File: config.mk
export PLATFORM = sky130hd
export DESIGN_NAME = bist_pattern_driver
export DESIGN_NICKNAME = d
export VERILOG_FILES = /design/src/rtl/bist_pkg.sv /design/src/rtl/bist_misr.sv /design/src/rtl/bist_pattern_driver.sv
export SDC_FILE = /design/constraint.sdc
export NUM_CORES = 1
export LEC_CHECK = 0
export BUFFER_PORTS_ARGS = -buffer_cell sky130_fd_sc_hd__buf_2
export CAP_MARGIN = 20
export CORE_ASPECT_RATIO = 1.4
export CORE_MARGIN = 2
export CORE_UTILIZATION = 28
export DETAILED_ROUTE_END_ITERATION = 7
export GPL_TIMING_DRIVEN = 0
export SLEW_MARGIN = 20
export SYNTH_ARGS = -nofsm -noshare
export SYNTH_HDL_FRONTEND = slang
export SYNTH_SLANG_ARGS = --single-unit
export TNS_END_PERCENT = 50
File: constraint.sdc
create_clock -name clk -period 5.3 [get_ports clk]
set_input_delay 0.53 -clock clk [delete_from_list [all_inputs] [get_ports clk]]
set_output_delay 0.53 -clock clk [all_outputs]
set_load 0.01 [all_outputs]
File: src/rtl/bist_pkg.sv
// Shared types and constants for the BIST pattern driver: FSM states, the
// 29-bit LFSR taps, the MISR polynomial and the default seed.
package bist_pkg;

  typedef enum logic [1:0] {
    IDLE = 2'd0,
    SEED = 2'd1,
    RUN  = 2'd2,
    DONE = 2'd3
  } state_t;

  // x^29 + x^27 + 1, Fibonacci form
  localparam int LFSR_W      = 29;
  localparam int LFSR_TAP_HI = 28;
  localparam int LFSR_TAP_LO = 26;

  // x^16 + x^12 + x^5 + 1
  localparam logic [15:0] MISR_POLY = 16'h1021;

  localparam logic [LFSR_W-1:0] DEFAULT_SEED = 29'h1;

endpackage

File: src/rtl/bist_misr.sv
// Multiple-input signature register: shifts with polynomial feedback and folds
// the zero-extended response bus in every enabled cycle.
module bist_misr
  import bist_pkg::*;
#(
  parameter int               SIG_W = 16,
  parameter int               OUT_W = 7,
  parameter logic [SIG_W-1:0] POLY  = SIG_W'(MISR_POLY)
) (
  input  logic             clk,
  input  logic             rst_n,
  input  logic             clear,
  input  logic             en,
  input  logic [OUT_W-1:0] resp,
  output logic [SIG_W-1:0] sig,
  output logic [SIG_W-1:0] sig_next
);

  logic             fb;
  logic [SIG_W-1:0] resp_ext;

  // POLY bit k taps register bit k-1; the top bit is always a tap
  always_comb begin
    resp_ext             = '0;
    resp_ext[OUT_W-1:0]  = resp;
    fb                   = sig[SIG_W-1] ^ (^(sig[SIG_W-2:0] & POLY[SIG_W-1:1]));
    if (clear) begin
      sig_next = '0;
    end else if (en) begin
      sig_next = {sig[SIG_W-2:0], fb} ^ resp_ext;
    end else begin
      sig_next = sig;
    end
  end

  always_ff @(posedge clk) begin
    if (!rst_n) begin
      sig <= '0;
    end else begin
      sig <= sig_next;
    end
  end

endmodule

File: src/rtl/bist_pattern_driver.sv
// BIST driver: LFSR stimulus for a combinational netlist, MISR compaction of its
// response, golden compare. Optional BIST_ABORT_EN adds an abort input.
module bist_pattern_driver
  import bist_pkg::*;
#(
  parameter int              IN_W      = LFSR_W,
  parameter int              OUT_W     = 7,
  parameter int              PAT_CNT   = 1024,
  parameter logic [IN_W-1:0] LFSR_SEED = DEFAULT_SEED,
  parameter int              SIG_W     = 16
) (
  input  logic             clk,
  input  logic             rst_n,
  input  logic             start,
  input  logic [SIG_W-1:0] golden_sig,
  output logic [IN_W-1:0]  pat_o,
  input  logic [OUT_W-1:0] resp_i,
  output logic             busy,
  output logic             done,
  output logic             pass,
  output logic [SIG_W-1:0] signature
`ifdef BIST_ABORT_EN
  ,
  input  logic             abort
`endif
);

  localparam int CNT_W = (PAT_CNT > 0) ? $clog2(PAT_CNT + 1) : 1;
  localparam logic [CNT_W-1:0] LAST_CNT = CNT_W'((PAT_CNT > 0) ? PAT_CNT - 1 : 0);
  // An all-zero LFSR would lock up, so a zero seed is replaced by all-ones
  localparam logic [IN_W-1:0] SEED_VAL = (LFSR_SEED == '0) ? '1 : LFSR_SEED;

  state_t           state;
  logic [CNT_W-1:0] cnt;
  logic [IN_W-1:0]  lfsr_next;
  logic [SIG_W-1:0] sig_next;
  logic             abort_req;
  logic             misr_clear;
  logic             misr_en;

`ifdef BIST_ABORT_EN
  assign abort_req = abort;
`else
  assign abort_req = 1'b0;
`endif

  assign lfsr_next  = {pat_o[IN_W-2:0], pat_o[LFSR_TAP_HI] ^ pat_o[LFSR_TAP_LO]};
  // An abort leaves the signature untouched for debug
  assign misr_clear = (state == SEED) && !abort_req;
  assign misr_en    = (state == RUN) && !abort_req;

  bist_misr #(
    .SIG_W (SIG_W),
    .OUT_W (OUT_W)
  ) u_misr (
    .clk      (clk),
    .rst_n    (rst_n),
    .clear    (misr_clear),
    .en       (misr_en),
    .resp     (resp_i),
    .sig      (signature),
    .sig_next (sig_next)
  );

  always_ff @(posedge clk) begin
    if (!rst_n) begin
      state <= IDLE;
      pat_o <= '0;
      cnt   <= '0;
      busy  <= 1'b0;
      done  <= 1'b0;
      pass  <= 1'b0;
    end else begin
      case (state)
        IDLE, DONE: begin
          if (start) begin
            state <= SEED;
            busy  <= 1'b1;
            done  <= 1'b0;
            pass  <= 1'b0;
          end
        end
        SEED: begin
          if (abort_req) begin
            state <= IDLE;
            busy  <= 1'b0;
          end else begin
            pat_o <= SEED_VAL;
            cnt   <= '0;
            if (PAT_CNT == 0) begin
              state <= DONE;
              busy  <= 1'b0;
              done  <= 1'b1;
              pass  <= (sig_next == golden_sig);
            end else begin
              state <= RUN;
            end
          end
        end
        RUN: begin
          if (abort_req) begin
            state <= IDLE;
            busy  <= 1'b0;
          end else begin
            pat_o <= lfsr_next;
            cnt   <= cnt + CNT_W'(1);
            // sig_next already includes this cycle's (final) response
            if (cnt == LAST_CNT) begin
              state <= DONE;
              busy  <= 1'b0;
              done  <= 1'b1;
              pass  <= (sig_next == golden_sig);
            end
          end
        end
        default: state <= IDLE;
      endcase
    end
  end

endmodule

==> results of run 1 <==
## layer usage
layer	routed length [um]	vias to the layer above	global-route usage
li1	-	1242	-
met1	2900	1194	0.157
met2	3570	52	0.242
met3	267	13	0.0241
met4	168	0	0.0713
met5	0	-	0
## through the flow
step,utilization,std cells,power (mW)
after floorplan,-,300,0.829
after global placement,0.339,483,0.952
after detailed placement,0.339,483,0.963
after CTS,0.371,499,1.55
after global routing,0.371,499,1.62
final,0.371,499,1.53
## sequential cells by signal (all words and copies together), names as in the netlist
signal and count:
cnt 11, busy 1, u_misr.sig 16, pat_o 29, done 1, pass 1
state 2
## worst min-delay path: cells and delay by family, from the launching register on
kind,cells,cell delay (ns)
AOI/OAI and AO/OA,2,0.13
DFF,1,0.31
## power groups by stage
stage | registers, mW | logic (mW) | clock network (mW)
2_1_floorplan | 0.534 | 0.295 | 0
3_3_place_gp | 0.528 | 0.423 | 0
3_5_place_dp | 0.529 | 0.434 | 0
4_1_cts | 0.520 | 0.436 | 0.591
5_1_grt | 0.525 | 0.483 | 0.614
6_report | 0.519 | 0.430 | 0.577
## worst max-delay path by stage
stage | from | endpoint | slack [ns] | cells after the start
after floorplan | golden_sig[0] | pass | 3.18 | 5
after global placement | golden_sig[2] | pass | 2.96 | 6
after detailed placement | golden_sig[2] | pass | 2.96 | 6
after CTS | state[0] | pass | 3.04 | 9
after global routing | state[0] | pass | 2.84 | 9
final | state[0] | pass | 3.04 | 9
## cell usage after synthesis
master,number
dfxtp_1,61
nor2_1,60
a22oi_1,31
clkbuf_1,14
xnor2_1,13
mux2i_1,12
a21oi_1,10
o21ai_0,10
nand2_1,8
xor2_1,8
a211oi_1,7
inv_1,7
nor2b_1,6
nand4_1,5
nand3_1,4
or3_1,4
ha_1,3
nor3_1,3
o21ai_1,3
o22ai_1,3
a222oi_1,2
buf_2,2
nand2b_1,2
nor4b_1,2
o32ai_1,2
or4_1,2
and2_1,1
and4b_1,1
buf_1,1
buf_6,1
inv_2,1
mux2_1,1
mux2_2,1
nand3_4,1
nor3b_1,1
o2111ai_1,1
o211ai_1,1
o21a_1,1
o31a_1,1
o31ai_1,1
o32a_1,1
xnor2_2,1
## layout make-up
type / instances / area (um^2)
fill: 977 / 5920
multi-input combinational: 213 / 1360
sequential: 61 / 1220
timing repair buffer: 73 / 365
clock buffer: 9 / 225
tap: 110 / 138
buffer: 18 / 77.6
clock inverter: 7 / 75.1
inverter: 8 / 30.0
## cell families (layout without fill, tap and decap cells)
group	count (synthesis)	in the layout	share of synthesized area
adder cells (fa/ha/maj)	3	3	0.0140
AND/OR/NAND/NOR	100	100	0.175
AO/OA/AOI/OAI	74	74	0.189
flip-flops	61	61	0.455
XOR/XNOR	22	22	0.0745
multiplexers	14	14	0.0531
buffers and inverters	26	115	0.0401
==> run_results.csv, run 1 <==
group,metric,value,unit
power,p_seq_frac,0.340,
setup_path,cp_cell_sequence,"inv_1 > ha_1 > clkbuf_1 > inv_2 > o21ai_1 > and4b_1 > o2111ai_1 > or4_1 > o31ai_1",
worst_hold_path,min_to,"cnt[10]",
clock_tree,cts_root_buf,"clkbuf_16",
final_layout,final_common_cell,"buf_2",
setup_path,cpPeakStageDelay,0.49,ns
synth,synth.distinct_cells,42,
flow_run,cap_violations,0,
final_layout,final_cell_area,3490,um^2
timing,hold-worst-slack,0.488,ns
floorplanning,die_w,86.8,um
clock_tree,cts-buffers-inserted,9,
synth,yosysTopAreaCell,"dfxtp_1",
placed_design,dp_slack,2.96,ns
synth,synthesis.nets,329,
floorplanning,die_height,120,um
clock_tree,cts.repair.resized,0,
timing,setup_tns,0,ns
global_routing,grt_pass1_vias,2450,
floorplanning,initial_core_util,0.286,
power,power_frac_comb,0.282,
synth,syn_avg_cell_area,8.95,um^2
synth,synth-seq-cells,61,
final_layout,area_growth,29.9,%
global_routing,gr-total-overflow,0,
status,outcome,"finished, final reports clean",
placed_design,placed_area,3190,um^2
synth,yosys.area.top_type_share,0.455,
setup_path,critical_path.slowest_cell,"or4_1",
route,drtPass1Iterations,4,
placed_design,port_buffers,73,
final_layout,drive_gt1_frac,0.247,
setup_path,startpoint_type,"flip-flop",
power,p_switching,529,uW
clock_tree,post_cts_buffers,0,
route,drc,0,
placed_design,routabilityCongestion,0.763,
clock_tree,ctsHtreeMaxLevel,3,
worst_hold_path,hold_depth,2,
clock_tree,clk_pin_slew_worst_paths,0.06,ns
synth,seq_area_frac_synth,0.455,
power,power_density,437,nW/um^2
timing,fin_crit_sh,0.427,
setup_path,reg2reg_from,"state[0]",
setup_path,critical-path-top-delay-family,"simple AND/OR/NAND/NOR gates",
floorplanning,rows,42,
floorplanning,dieArea,10400,um^2
power,p_clk_frac,0.378,
placed_design,hpwl,5230,um
power,p_int,997,uW
route,via_per_inst,5.01,
route,drt_iter0_drc,120,
final_layout,nets,413,
synth,syn_inst,300,
timing,hold_viol,0,
clock_tree,cts_buffer_depth,2,
timing,period_needed,2.26,ns
timing,tightest_slew,0.639,ns
clock_tree,ctsHoldBuffers,0,
final_layout,final_cell_mix,"75 x buf_2, 61 x dfxtp_1, 60 x nor2_1",
floorplanning,ios,74,
clock_tree,clkSinkCount,61,
worst_hold_path,worstHoldStart,"cnt[10]",
setup_path,r2r_cells,9,
setup_path,worstSetupPathType,"flip-flop to flip-flop",
floorplanning,fp.coreArea,9410,um^2
global_routing,antenna_found_initial,0,
global_routing,grt_pass1_wl,11400,um
synth,synth_area,2690,um^2
global_routing,grt_usage,0.139,
setup_path,regToRegEndpoint,"pass",
route,dr_total_vias,2501,
setup_path,rrSetupSlack,3.04,ns
setup_path,cp_max_fo,8,
timing,fin_ws,3.04,ns
power,p_leak,1.39,nW
timing,clock.fmax,0.442,GHz
timing,finalMaxSlewViolations,0,
clock_tree,cts_tree,"done",
worst_hold_path,hp-class,"flip-flop to flip-flop",
setup_path,cp.required,5.54,ns
timing,relSlewSlack,0.571,
clock_tree,clk_latency,0.32,ns
synth,yosys-top-cells-area,"dfxtp_1 45%, a22oi_1 8.7%, nor2_1 8.4%, mux2i_1 4.5%, xnor2_1 4.2%",
route,ant_nets,0,
route,wl,6910,um
power,irDropWorstVdd,0.000168,V
global_routing,grt_start_max_net_pins,13,
setup_path,worstPathArrival,2.50,ns
setup_path,critPathCaptureType,"flip-flop",
route,post_drt_wl_per_cell,13.8,um
timing,rsz0062_at_grt,"false",
timing,finalSetupViolCount,0,
setup_path,worst-path-buf-inv,3,
power,switching_share,0.346,
timing,skew,0.00352,ns
final_layout,n_antenna_cell,0,
synth,synth_warnings,0,
Power figures use the tool's default switching activity.
==> run 2: changes to the inputs <==
==> constraint.sdc (replaced) <==
create_clock -name clk -period 2.32 [get_ports clk]
set_input_delay 0.232 -clock clk [delete_from_list [all_inputs] [get_ports clk]]
set_output_delay 0.232 -clock clk [all_outputs]
set_load 0.01 [all_outputs]
==> run 2 against run 1 <==
Net effect: via count increased by 1.1%; worst setup slack lost 2.9 ns; register-to-register slack worse by 2.9 ns; utilization up 1.3 points; fmax grew 2.1%; critical path type unchanged; largest cell class unchanged.
==> run_results.csv, run 2 (synthesized netlist as in run 1, its figures left out) <==
group,metric,value,unit
final_layout,nets,415,
timing,fin_crit_sh,0.955,
final_layout,n_antenna_cell,0,
timing,setup_tns,0,ns
route,drtPass1Iterations,4,
placed_design,routabilityCongestion,0.763,
power,p_switching,1.25,mW
power,p_clk_frac,0.363,
power,p_leak,1.43,nW
power,switching_share,0.345,
power,p_int,2.38,mW
route,via_per_inst,5.05,
floorplanning,initial_core_util,0.286,
power,p_seq_frac,0.328,
placed_design,port_buffers,73,
setup_path,cp_max_fo,6,
final_layout,area_growth,34.5,%
floorplanning,rows,42,
setup_path,cp.required,2.51,ns
setup_path,crit_start,"state[0]",
placed_design,hpwl,5230,um
setup_path,rrSetupSlack,0.10,ns
route,drc,0,
clock_tree,cts_root_buf,"clkbuf_16",
flow_run,cap_violations,0,
final_layout,largest_reg_flops,29,
global_routing,gr-total-overflow,0,
worst_hold_path,worstHoldStart,"resp_i[4]",
floorplanning,dieArea,10400,um^2
clock_tree,ctsHtreeMaxLevel,3,
final_layout,final_common_cell,"buf_2",
clock_tree,cts_buffer_depth,2,
timing,finalMaxSlewViolations,0,
setup_path,critPathCaptureType,"flip-flop",
setup_path,worstSetupPathType,"flip-flop to flip-flop",
timing,hold_viol,0,
clock_tree,cts_tree,"done",
timing,period_needed,2.22,ns
global_routing,antenna_found_initial,0,
setup_path,startpoint_type,"flip-flop",
floorplanning,die_w,86.8,um
worst_hold_path,hp-class,"primary input to flip-flop",
floorplanning,die_height,120,um
global_routing,grt_usage,0.139,
timing,tightest_slew,0.653,ns
power,finalPower,3.63,mW
route,dr_total_vias,2528,
floorplanning,fp.coreArea,9410,um^2
setup_path,reg2reg_from,"state[0]",
final_layout,top_register,"pat_o",
setup_path,regToRegEndpoint,"pass",
floorplanning,ios,74,
timing,clock.fmax,0.451,GHz
final_layout,top_regs,"pat_o (29), u_misr.sig (16), cnt (11)",
timing,rsz0062_at_grt,"false",
final_layout,final_cell_mix,"73 x buf_2, 60 x nor2_1, 59 x dfxtp_1",
clock_tree,clk_latency,0.32,ns
global_routing,grt_start_max_net_pins,13,
power,irDropWorstVdd,0.000394,V
clock_tree,cts-buffers-inserted,9,
power,power_frac_comb,0.310,
final_layout,drive_gt1_frac,0.284,
route,ant_nets,0,
route,drt_iter0_drc,133,
status,outcome,"finished, final reports clean",
route,post_drt_wl_per_cell,14.1,um
timing,relSlewSlack,0.562,
clock_tree,ctsHoldBuffers,0,
timing,finalSetupViolCount,0,
power,power_density,1010,nW/um^2
timing,skew,0.00366,ns
final_layout,num-fill-cells,960,
route,wl,7060,um
clock_tree,clkSinkCount,61,
global_routing,grt_pass1_vias,2450,
global_routing,grt_pass1_wl,11400,um
clock_tree,clk_pin_slew_worst_paths,0.06,ns
setup_path,r2r_cells,10,
setup_path,crit_path_end,"pass",
setup_path,worstPathArrival,2.41,ns
==> run 2: cell types whose count changed in the layout (fill, tap and decap cells not counted), sizes merged <==
cell | previous run | this run
buf | 77 | 81
clkbuf | 23 | 21
==> run 2: worst min-delay path by stage <==
| stage | end | slack, ns | depth (start not counted) |
|---|---|---|---|
| after floorplan | state[1] | 0.42 | 3 |
| after global placement | cnt[10] | 0.46 | 2 |
| after detailed placement | cnt[10] | 0.48 | 2 |
| after CTS | u_misr.sig[4] | 0.26 | 3 |
| after global routing | u_misr.sig[4] | 0.28 | 3 |
| final | u_misr.sig[4] | 0.27 | 3 |
==> run 2: power groups by stage <==
stage	Clock (mW)	Combinational, mW	Sequential [mW]
after floorplan	0	0.675	1.22
after global placement	0	0.967	1.21
after detailed placement	0	0.991	1.21
after CTS	1.35	0.995	1.19
after global routing	1.40	1.24	1.20
final	1.32	1.12	1.19
==> run 2: critical path, cell delays in order (launching register included) <==
cell	delay (ns)
dfxtp_2	0.32
inv_1	0.07
ha_2	0.19
buf_6	0.13
buf_12	0.13
buf_6	0.15
mux2i_1	0.36
xnor2_1	0.17
nor4b_1	0.07
a211oi_1	0.37
o31ai_1	0.13
==> run 2: stage by stage <==
step / hold slack (ns) / cell area (um^2) / instances / util / worst slack (ns)
after CTS: 0.261 / 3490 / 499 / 0.371 / 0.0557
after global routing: 0.275 / 3610 / 501 / 0.384 / 0.00883
final: 0.268 / 3610 / 501 / 0.384 / 0.105
after global placement: 0.464 / 3190 / 483 / 0.339 / 0.0763
after detailed placement: 0.476 / 3190 / 483 / 0.339 / 0.0743
after floorplan: 0.422 / 2690 / 300 / - / 0.311
==> run 2: area by class of cell <==
cell class | count | area, um^2 | area share
Timing Repair Buffer | 76 | 392 | 0.108
Tap cell | 110 | 138 | 0.0381
Multi-Input combinational cell | 213 | 1430 | 0.395
Clock buffer | 9 | 225 | 0.0623
Clock inverter | 7 | 75.1 | 0.0208
Sequential cell | 61 | 1220 | 0.339
Buffer | 17 | 103 | 0.0284
Inverter | 8 | 30.0 | 0.00831
==> run 2: metal layers <==
layer | GRT usage | part of all wire | vias to the layer above
met2 | 0.242 | 0.52 | 52
li1 | - | - | 1245
met4 | 0.0713 | 0.029 | 0
met3 | 0.0241 | 0.037 | 15
met5 | 0 | 0 | -
met1 | 0.157 | 0.42 | 1216
==> run 2: repair_timing <==
action | in CTS | in global routing
endpoints found under the setup margin | 0 | 1
setup buffers | 0 | 3
gates resized for setup | 0 | 33
==> run 3: changes to the inputs <==
--- a/config.mk
+++ b/config.mk
@@ -5,10 +5,10 @@
 export SDC_FILE = /design/constraint.sdc
 export NUM_CORES = 1
 export LEC_CHECK = 0
+export ABC_AREA = 1
 export BUFFER_PORTS_ARGS = -buffer_cell sky130_fd_sc_hd__buf_2
 export CAP_MARGIN = 20
 export CORE_ASPECT_RATIO = 1.4
-export CORE_MARGIN = 2
 export CORE_UTILIZATION = 28
 export DETAILED_ROUTE_END_ITERATION = 7
 export GPL_TIMING_DRIVEN = 0
==> run 3 against run 2 <==
Net effect: hold slack lost 0.063 ns; utilization shrank 1.1 points; flip-flop and latch count is the same; via count grew 15%; clock skew grew 0.0025 ns; fmax grew 16%; clock-buffer cell count grew 1; sequential share of layout area shrank 0.82 points; die area grew 1.6%; register-to-register slack gained 0.30 ns; critical endpoint is now cnt[9].
==> run_results.csv, run 3 <==
group,metric,value,unit
timing,clock.fmax,0.522,GHz
setup_path,cp_max_fo,7,
synth,synth_warnings,0,
setup_path,cp_cell_sequence,"inv_1 > ha_1 > inv_2 > nand2_1 > nor2_2 > nand3_1 > nor2_2 > nand2_1 > inv_1 > a21oi_1 > a211oi_1",
final_layout,final_common_cell,"nand2_1",
timing,setup_tns,0,ns
global_routing,grt_usage,0.150,
clock_tree,cts_tree,"done",
placed_design,hpwl,5560,um
setup_path,rrSetupSlack,0.40,ns
setup_path,cpPeakStageDelay,0.37,ns
route,drtPass1Iterations,4,
setup_path,critPathCaptureType,"flip-flop",
clock_tree,clk_latency,0.32,ns
floorplanning,die_height,121,um
clock_tree,ctsHtreeMaxLevel,3,
route,post_drt_wl_per_cell,11.4,um
synth,syn_inst,427,
status,outcome,"finished, final reports clean",
floorplanning,initial_core_util,0.287,
global_routing,grt_pass1_wl,12300,um
final_layout,drive_gt1_frac,0.200,
power,p_int,2.53,mW
setup_path,regToRegEndpoint,"cnt[9]",
power,p_switching,1.40,mW
placed_design,routabilityCongestion,0.798,
timing,finalSetupViolCount,0,
setup_path,worstSetupPathType,"flip-flop to flip-flop",
floorplanning,rows,43,
power,p_leak,1.73,nW
power,p_seq_frac,0.318,
floorplanning,dieArea,10600,um^2
final_layout,final_cell_mix,"161 x nand2_1, 77 x buf_2, 61 x dfxtp_1",
route,dr_total_vias,2901,
final_layout,top_regs,"pat_o (29), u_misr.sig (16), cnt (11)",
setup_path,worstPathArrival,2.15,ns
power,finalPower,3.93,mW
worst_hold_path,hold_depth,2,
worst_hold_path,hp-class,"primary input to flip-flop",
synth,synth-async-reset-ratio,0,
clock_tree,cts_root_buf,"clkbuf_16",
timing,rsz0062_at_grt,"false",
global_routing,grt_start_max_net_pins,12,
floorplanning,ios,74,
power,irDropWorstVdd,0.000529,V
route,wl,7410,um
route,ant_nets,0,
route,via_per_inst,4.46,
power,p_clk_frac,0.362,
floorplanning,die_w,87.2,um
global_routing,grt_pass1_vias,2682,
timing,tightest_slew,0.527,ns
synth,yosys.area.top_type_share,0.429,
synth,yosys-top-cells-area,"dfxtp_1 43%, nand2_1 21%, a21oi_1 8.1%, inv_1 6.1%, nand3_1 4.6%",
clock_tree,clkSinkCount,61,
synth,synth_common_cells,"161 x nand2_1, 61 x dfxtp_1, 46 x a21oi_1, 46 x inv_1, 31 x nor2_1",
final_layout,n_antenna_cell,0,
final_layout,nets,540,
floorplanning,fp.coreArea,9900,um^2
placed_design,port_buffers,73,
global_routing,antenna_found_initial,0,
final_layout,top_register,"pat_o",
timing,hold_viol,0,
setup_path,startpoint_type,"flip-flop",
synth,syn_avg_cell_area,6.66,um^2
clock_tree,cts.repair.resized,0,
clock_tree,ctsHoldBuffers,0,
power,power_frac_comb,0.320,
clock_tree,post_cts_buffers,0,
synth,synth-seq-cells,61,
route,drt_iter0_drc,75,
worst_hold_path,worstHoldStart,"rst_n",
synth,ys.flop_type,"dfxtp_1",
timing,finalMaxSlewViolations,0,
synth,synth_area,2850,um^2
setup_path,cp.required,2.55,ns
power,power_density,1060,nW/um^2
timing,fin_crit_sh,0.826,
synth,synthesis.nets,456,
clock_tree,cts-buffers-inserted,9,
setup_path,critical_path.slowest_cell,"ha_1",
worst_hold_path,min_to,"cnt[0]",
route,drc,0,
power,switching_share,0.357,
synth,synth.distinct_cells,27,
final_layout,area_growth,29.9,%
timing,skew,0.00619,ns
flow_run,cap_violations,0,
timing,relSlewSlack,0.649,
timing,period_needed,1.92,ns
synth,yosysTopAreaCell,"dfxtp_1",
setup_path,r2r_cells,11,
setup_path,reg2reg_from,"state[0]",
final_layout,largest_reg_flops,29,
clock_tree,cts_buffer_depth,2,
synth,synth_most_common_cell,"nand2_1",
synth,seq_area_frac_synth,0.429,
clock_tree,clk_pin_slew_worst_paths,0.05,ns
global_routing,gr-total-overflow,0,
synth,synth_edf_count,0,
[run 3: area by class of cell]
| class | instances | area [um^2] |
|---|---|---|
| Fill cell | 1132 | 6200 |
| Buffer | 16 | 87.6 |
| Inverter | 49 | 184 |
| Tap cell | 135 | 169 |
| Timing Repair Buffer | 73 | 365 |
| Multi-Input combinational cell | 301 | 1350 |
| Sequential cell | 61 | 1220 |
| Clock inverter | 6 | 86.3 |
| Clock buffer | 10 | 229 |
[run 3: how the worst max path moves through the flow]
stage,end,slack [ns],start,cells after the start
floorplan,cnt[9],0.69,state[0],11
global placement,pat_o[21],0.47,state[0],6
detailed placement,pat_o[14],0.42,state[0],6
CTS,pat_o[16],0.40,state[0],6
global route,cnt[9],0.17,state[0],11
finish,cnt[9],0.40,state[0],11
[run 3: worst max-delay path: cells and delay by family (launching register included)]
family,cells,cell delay [ns]
AOI/OAI and AO/OA,2,0.23
adders and majority gates,1,0.37
buffers and inverters,3,0.27
DFF,1,0.35
and+or+nand+nor,5,0.61
[run 3: metrics by stage]
step / instance area [um^2] / setup slack [ns] / cells / hold WS [ns] / util
after floorplan: 2850 / 0.694 / 427 / 0.370 / -
after global placement: 3380 / 0.468 / 635 / 0.433 / 0.341
after detailed placement: 3380 / 0.418 / 635 / 0.436 / 0.341
after CTS: 3690 / 0.405 / 651 / 0.191 / 0.373
after global routing: 3690 / 0.172 / 651 / 0.196 / 0.373
final: 3690 / 0.404 / 651 / 0.205 / 0.373
[run 3: logic make-up (layout without fill, tap and decap cells)]
kind of cell,after synthesis,count (layout),synth area share
fa+ha+maj,3,3,0.0132
simple gates,240,240,0.349
flops,61,61,0.429
compound gates,54,54,0.101
xor+xnor,4,4,0.0123
buf+inv,65,154,0.0954
[run 3: routing by layer]
layer | vias to the layer above | global-route usage | share of wire
li1 | 1508 | - | -
met1 | 1325 | 0.177 | 0.44
met2 | 62 | 0.256 | 0.50
met3 | 6 | 0.0401 | 0.052
met4 | 0 | 0.0615 | 0.012
met5 | - | 0 | 0
[run 3: power groups by stage]
| stage | logic (mW) | registers [mW] | clock network, mW |
|---|---|---|---|
| floorplan | 0.854 | 1.31 | 0 |
| global placement | 1.25 | 1.27 | 0 |
| detailed placement | 1.27 | 1.28 | 0 |
| CTS | 1.27 | 1.25 | 1.46 |
| global route | 1.44 | 1.27 | 1.51 |
| finish | 1.26 | 1.25 | 1.42 |
